<file path="config.mk">
export PLATFORM = sky130hd
export DESIGN_NAME = writeback_stage
export DESIGN_NICKNAME = d
export VERILOG_FILES = /design/src/rtl/writeback_stage.sv
export SDC_FILE = /design/constraint.sdc
export NUM_CORES = 1
export LEC_CHECK = 0
export ABC_AREA = 1
export BUFFER_PORTS_ARGS = -buffer_cell sky130_fd_sc_hd__buf_2
export CORE_MARGIN = 2
export CORE_UTILIZATION = 45
export DETAILED_ROUTE_END_ITERATION = 10
export PLACE_DENSITY = 0.91
export REMOVE_ABC_BUFFERS = 1
export SYNTH_ARGS = -nofsm -noshare
export SYNTH_HDL_FRONTEND = slang
export SYNTH_SLANG_ARGS = --single-unit
export TNS_END_PERCENT = 50
</file>
<file path="constraint.sdc">
create_clock -name clk -period 1.65 [get_ports clk]
set_input_delay 0.0825 -clock clk [delete_from_list [all_inputs] [get_ports clk]]
set_output_delay 0.0825 -clock clk [all_outputs]
set_load 0.02 [all_outputs]
</file>
<file path="src/rtl/writeback_stage.sv">
// Writeback stage: registers the execute result, sequences data-memory loads,
// and drives the register-file write port plus the writeback forwarding signals.
//
// state     | meaning
// ----------+-----------------------------------------------------------------
// RUN       | capture ex_* every edge; ALU results write back after one cycle
// LOAD_WAIT | load outstanding; pipeline stalled until mem_rvalid or timeout
module writeback_stage #(
    parameter int A_SIZE  = 10,
    parameter int D_SIZE  = 32,
    parameter int TIMEOUT = 16
) (
    input  logic              clk,
    input  logic              rst,
    input  logic              ex_valid,
    input  logic              ex_write,
    input  logic              ex_is_load,
    input  logic [2:0]        ex_dest,
    input  logic [D_SIZE-1:0] ex_result,
    input  logic [A_SIZE-1:0] ex_addr,
    output logic              mem_read,
    output logic [A_SIZE-1:0] mem_addr,
    input  logic              mem_rvalid,
    input  logic [D_SIZE-1:0] mem_rdata,
    output logic              reset_wb,
    output logic              write_en,
    output logic [2:0]        dest_wb,
    output logic [D_SIZE-1:0] result_wb,
    output logic              stall,
    output logic              load_err
);

    localparam int CW = (TIMEOUT > 1) ? $clog2(TIMEOUT) : 1;
    localparam logic [CW-1:0] CNT_LAST = CW'(TIMEOUT - 1);

    typedef enum logic {
        RUN       = 1'b0,
        LOAD_WAIT = 1'b1
    } state_t;

    state_t          state;
    logic [CW-1:0]   wait_cnt;
    logic            ex_load;

    assign ex_load = ex_valid & ex_write & ex_is_load;

    // Stall comes straight from state so the upstream freeze starts the
    // cycle right after a load is captured.
    assign stall = (state == LOAD_WAIT);

    always_ff @(posedge clk or negedge rst) begin
        if (!rst) begin
            state     <= RUN;
            wait_cnt  <= '0;
            mem_read  <= 1'b0;
            mem_addr  <= '0;
            reset_wb  <= 1'b0;
            write_en  <= 1'b0;
            dest_wb   <= '0;
            result_wb <= '0;
            load_err  <= 1'b0;
        end else begin
            case (state)
                RUN: begin
                    reset_wb <= ex_valid;
                    dest_wb  <= ex_dest;
                    if (ex_load) begin
                        write_en <= 1'b0;
                        mem_addr <= ex_addr;
                        mem_read <= 1'b1;
                        wait_cnt <= '0;
                        state    <= LOAD_WAIT;
                    end else begin
                        write_en  <= ex_valid & ex_write;
                        result_wb <= ex_result;
                    end
                end
                LOAD_WAIT: begin
                    if (mem_rvalid) begin
                        result_wb <= mem_rdata;
                        write_en  <= 1'b1;
                        mem_read  <= 1'b0;
                        state     <= RUN;
                    end else if (wait_cnt == CNT_LAST) begin
                        // Drop the load: nothing is written and the slot retires.
                        load_err <= 1'b1;
                        mem_read <= 1'b0;
                        write_en <= 1'b0;
                        reset_wb <= 1'b0;
                        state    <= RUN;
                    end else begin
                        wait_cnt <= wait_cnt + CW'(1);
                    end
                end
                default: state <= RUN;
            endcase
        end
    end

endmodule

</file>
-- Word level (Yosys, flattened, before mapping)
Cells that the tools add are included.
- bits in registers: 54
- input bits: 83
- output and inout bits: 50
- word-level logic and storage cells: 48
- add/sub/neg operators: 1
- equal/unequal tests: 8
- mux-type cells: 20
- bitwise operators: 4
- reductions and logical operators: 6
- operators by type and width (cell ; number):
    32-bit 2-to-1 mux ; 2
    32-bit one-hot mux with 2 select lines ; 1
    4-bit 2-to-1 mux ; 3
    2-bit != test (second input constant) ; 5
    1-bit 2-to-1 mux ; 9
    1-bit one-hot mux with 2 select lines ; 4
    4-bit one-hot mux with 2 select lines ; 1
    2-bit AND reduction ; 4
    3-bit AND reduction ; 2
    4-bit by 1-bit adder with 4-bit output (second input constant) ; 1
    4-bit equality test (second input constant) ; 1
    3-bit by 2-bit != test with 1-bit output (second input constant) ; 1
    1-bit bitwise AND ; 2
    2-bit by 1-bit != test with 1-bit output (second input constant) ; 1
    1-bit inverter ; 2

-- Depth between registers and ports, before layout
- word-level depth: 4
- mapped depth: 7
- gate-level depth less buffers: 7

-- Least setup slack after synthesis
No wires, ideal clock.
- kind: register to register
- start: register state (netlist: stall)
- end: register result_wb[28]
- setup time: 0.126 ns
- arrival time: 1.181 ns
- data required time: 1.524 ns
- path slack: 0.343 ns
- cell stages (with the launch flop): 6
- buffers on the path: 2
- period minus slack after synthesis: 1.307 ns
- path through: dfrtp_1 -> buf_6 -> buf_6 -> or2_2 -> o21ai_0 -> o21ai_0
- longest elaborated chain between the ends: 3
- elaborated cells on any way between the ends: 5
- classes of those cells: eq/ne: 2; mux: 1; bitwise: 1; reduce/logical: 1
- RTL lines (what ; RTL line ; text):
    from (decl) ; 41 ; state_t state;
    from (signal assigned) ; 53 ; state <= RUN;
    from (signal assigned) ; 72 ; state <= LOAD_WAIT;
    from (signal assigned) ; 83 ; state <= RUN;
    1-bit inverter (no source line) ; -- ;
    2-bit != test (no source line) ; -- ;
    2-bit AND reduction (no source line) ; -- ;
    to (signal assigned) ; 75 ; result_wb <= ex_result;
    to (signal assigned) ; 80 ; result_wb <= mem_rdata;
    to (decl) ; 28 ; output logic [D_SIZE-1:0] result_wb,
Several ways; a longest one is shown, not always the timed one.
A chain may end at the register's enable or synchronous reset.

-- Worst setup path after layout
- start: register wait_cnt[0]
- end: register wait_cnt[2]
- longest elaborated chain between the ends: 4
- elaborated cells on any way between the ends: 7
- classes of those cells: add/sub: 1; eq/ne: 2; mux: 3; reduce/logical: 1
- RTL lines (what ; RTL line ; text):
    from (decl) ; 42 ; logic [CW-1:0] wait_cnt;
    from (signal assigned) ; 92 ; wait_cnt <= wait_cnt + CW'(1);
    4-bit by 1-bit adder with 4-bit output ; 92 ;
    4-bit 2-to-1 mux ; 84 ; end else if (wait_cnt == CNT_LAST) begin
    4-bit 2-to-1 mux ; 79 ; if (mem_rvalid) begin
    4-bit one-hot mux with 2 select lines ; 63 ; case (state)
Several ways; a longest one is shown, not always the timed one. The select of a mux whose other input is x is not followed.

==> metrics <==
DR vias 2349; Switching Power 1.11 mW; setup skew after layout 0.00671 ns; CP Capture Type register; H-tree depth reported by CTS 2; relative slew slack 67.0%; fillcell total 459; startpoint of the most critical hold path ex_addr[9]; Setup Viol. Count Final 0; peak supply drop 597 uV; Worst-path clk slew 0.09 ns; areal power density over the cells 1000 mW/mm^2; status finished clean; wire length per cell after detailed routing 11.9 um; Pre-antenna DRT Iters 4; Startpoint Class register; worst slack at placement 0.240 ns; internal power consumption 2.19 mW; number of global-route vias before repair 2184; worst reg-to-reg path cell count 7; total wire length 5750 um; die width 78.4 um; maxcap violations 0; starting density of the core 45.8%; type of the worst min-delay path in -> reg; area taken by multi-input logic gates 983 um^2; sinks on the clock net 54; Slew Viols, Final 0; number of buffers created by CTS 5; min cycle time layout 1.44 ns; fin cells 483; endpoints failing hold 0; antenna violations before repair 0; Bufs on Longest Clock Path 2; violation count after the first detailed-route iteration 88; cell taking the most area after synthesis dfrtp_1; fraction of power consumed by combinational cells 28.9%; Sequential Power Share 50.2%; Peak Freq 696 MHz; Crit Path Max Fanout 6; count of inserted antenna diode cells 0; total core area 0.00544 mm^2; setup TNS after final layout 0 ns; end point of the critical path wait_cnt[2]$_DFFE_PN0P_; fraction of the cycle the final worst path needs 87.1%; R2R setup slack 0.21 ns; launching instance or port of the critical path wait_cnt[0]$_DFFE_PN0P_; Cell Area, Synth 0.00249 mm^2; DP Area 0.00317 mm^2; post-CTS setup buffers 0; startpoint of the most critical register-to-register path wait_cnt[0]$_DFFE_PN0P_; synthesis-to-layout area growth 32.2%; Die Height 78.4 um; drt via density 4.86; overall die area 0.00615 mm^2; CTS tree done; post-route ant nets 0; unrepaired setup endpoints after global routing false; sequential area share after synthesis 54.2%; total chip power 3.30 mW; number of core rows 27; global router's overall resource usage 19.2%; flops & latches, synth 54; number of nets in the layout 495; share of the synthesized area in the top cell type 54.2%; sequential cell area in the final layout 0.00135 mm^2; Post-route DRC 0; type of the setup path with the least slack reg -> reg; Remaining Overflow, GRT 0; half-perimeter wire length of the detailed placement result 4210 um; capture point of the worst reg-to-reg path wait_cnt[2]$_DFFE_PN0P_; leakage dissipation 1.70 nW; boundary pin count 133; clock share of power 20.9%; Netlist cell types 24; Yosys warning total 0; Crit path arrival time 1.63 ns; CTS root buf clkbuf_8; total instance count after detailed placement 472; Sw Ratio 33.6%; final non-filler cell area 0.00329 mm^2; transition time at the pin with the least slew margin 0.494 ns; data required time of the critical path 1.84 ns; routability congestion estimate 0.774; share of cells above drive strength 1 43.6%; Syn Inst Count 278; mean instance size in the synthesized netlist 8.96 um^2; global-route wire length before repair 9480 um; largest net degree at the start of global routing 65; Worst Slack Setup Final 0.213 ns; cell types with the largest area share after synthesis dfrtp_1 (54%), nand2_1 (11%), o21ai_0 (10%); latest clock arrival within the worst-skew pair 0.30 ns; port bufs 132
-- Yosys cell counts (all sizes together) --
master / count
a21oi: 6
buf: 13
clkbuf: 4
dfrtp: 54
ha: 1
inv: 6
nand2: 74
nand3: 14
nand3b: 1
nand4: 1
nor2: 3
nor3b: 1
o21ai: 66
o21bai: 2
or2: 32
-- cell families (layout without fill, tap and decap cells) --
group                    after synthesis  in the layout  share of synthesized area (%)
adder cells (fa/ha/maj)                1              1                          0.502
buffers and inverters                 23            156                           6.28
AND/OR/NAND/NOR                      126            126                           23.9
flip-flops                            54             54                           54.2
AO/OA/AOI/OAI                         74             74                           15.1
-- routing by layer --
metal | up-vias | global-route usage [%] | share of wire [%]
li1 | 1174 | - | -
met1 | 1077 | 23.2 | 43
met2 | 91 | 34.4 | 49
met3 | 7 | 4.48 | 7.4
met4 | 0 | 4.91 | 0.90
met5 | - | 0 | 0
-- worst max-delay path, stage by stage (launching register included) --
cell and delay (ns):
dfrtp_1 0.43, ha_1 0.25, nand3_1 0.16, nand2_1 0.10
nand2_1 0.17, inv_1 0.10, nand2_1 0.07, nand2_1 0.05
-- metrics by stage --
stage / hold slack (ns) / util (%)
2_1_floorplan: -0.213 / -
3_3_place_gp: 0.0654 / 58.3
3_5_place_dp: 0.0716 / 58.3
4_1_cts: 0.00575 / 60.5
5_1_grt: 0.0129 / 60.5
6_report: 0.00964 / 60.5
-- timing repair --
| item | 4_1_cts | 5_1_grt |
|---|---|---|
| hold endpoints to repair | 24 | 0 |
| hold buffers | 4 | 0 |
| resized for setup | 0 | 0 |
-- power groups by stage --
stage / logic (mW) / registers, mW / clock network [mW]
global placement: 0.931 / 1.67 / 0
CTS: 0.962 / 1.65 / 0.717
detailed placement: 0.952 / 1.68 / 0
floorplan: 0.284 / 1.92 / 0
finish: 0.953 / 1.66 / 0.690
global route: 1.06 / 1.68 / 0.777
-- how the worst min path moves through the flow --
stage	end	cells after the start	slack (ns)
floorplan	dest_wb[0]$_DFFE_PN0N_	0	-0.21
global placement	result_wb[6]$_DFFE_PN0P_	1	0.07
detailed placement	result_wb[6]$_DFFE_PN0P_	1	0.07
CTS	mem_addr[9]$_DFFE_PN0P_	3	0.006
global route	mem_addr[3]$_DFFE_PN0P_	3	0.01
finish	mem_addr[9]$_DFFE_PN0P_	3	0.01
-- cells in the final DEF (no fill, tap or decap) --
cell	synthesis	routed
clkbuf_8	0	5
a21oi_1	6	6
o21ai_0	50	50
nor3b_1	1	1
or2_2	28	28
nand2_2	1	1
or2_1	4	4
o21ai_1	16	16
nand2_1	72	72
nand3_1	14	14
o21bai_1	2	2
clkbuf_1	4	1
inv_2	2	2
buf_2	2	132
nor2_1	1	1
dfrtp_1	54	54
inv_1	4	4
nand3b_1	1	1
nor2_2	2	2
nand4_1	1	1
ha_1	1	1
clkinvlp_4	0	1
nand2_4	1	1
buf_4	2	6
dlygate4sd3_1	0	4
buf_12	0	1
-- layout make-up --
type                       count  area share, %
inverter                       6          0.684
tap                           72           2.74
timing repair buffer         143           23.3
multi-input combinational    201           29.9
clock buffer                   6           2.20
clock inverter                 1          0.228
sequential                    54           41.0
-- flip-flops by register name, indices dropped and copies added (netlist names) --
signal,cells
load_err,1
mem_addr,10
wait_cnt,4
dest_wb,3
result_wb,32
stall,1
reset_wb,1
write_en,1
mem_read,1
Note: power is estimated with default switching activity, not from simulation.
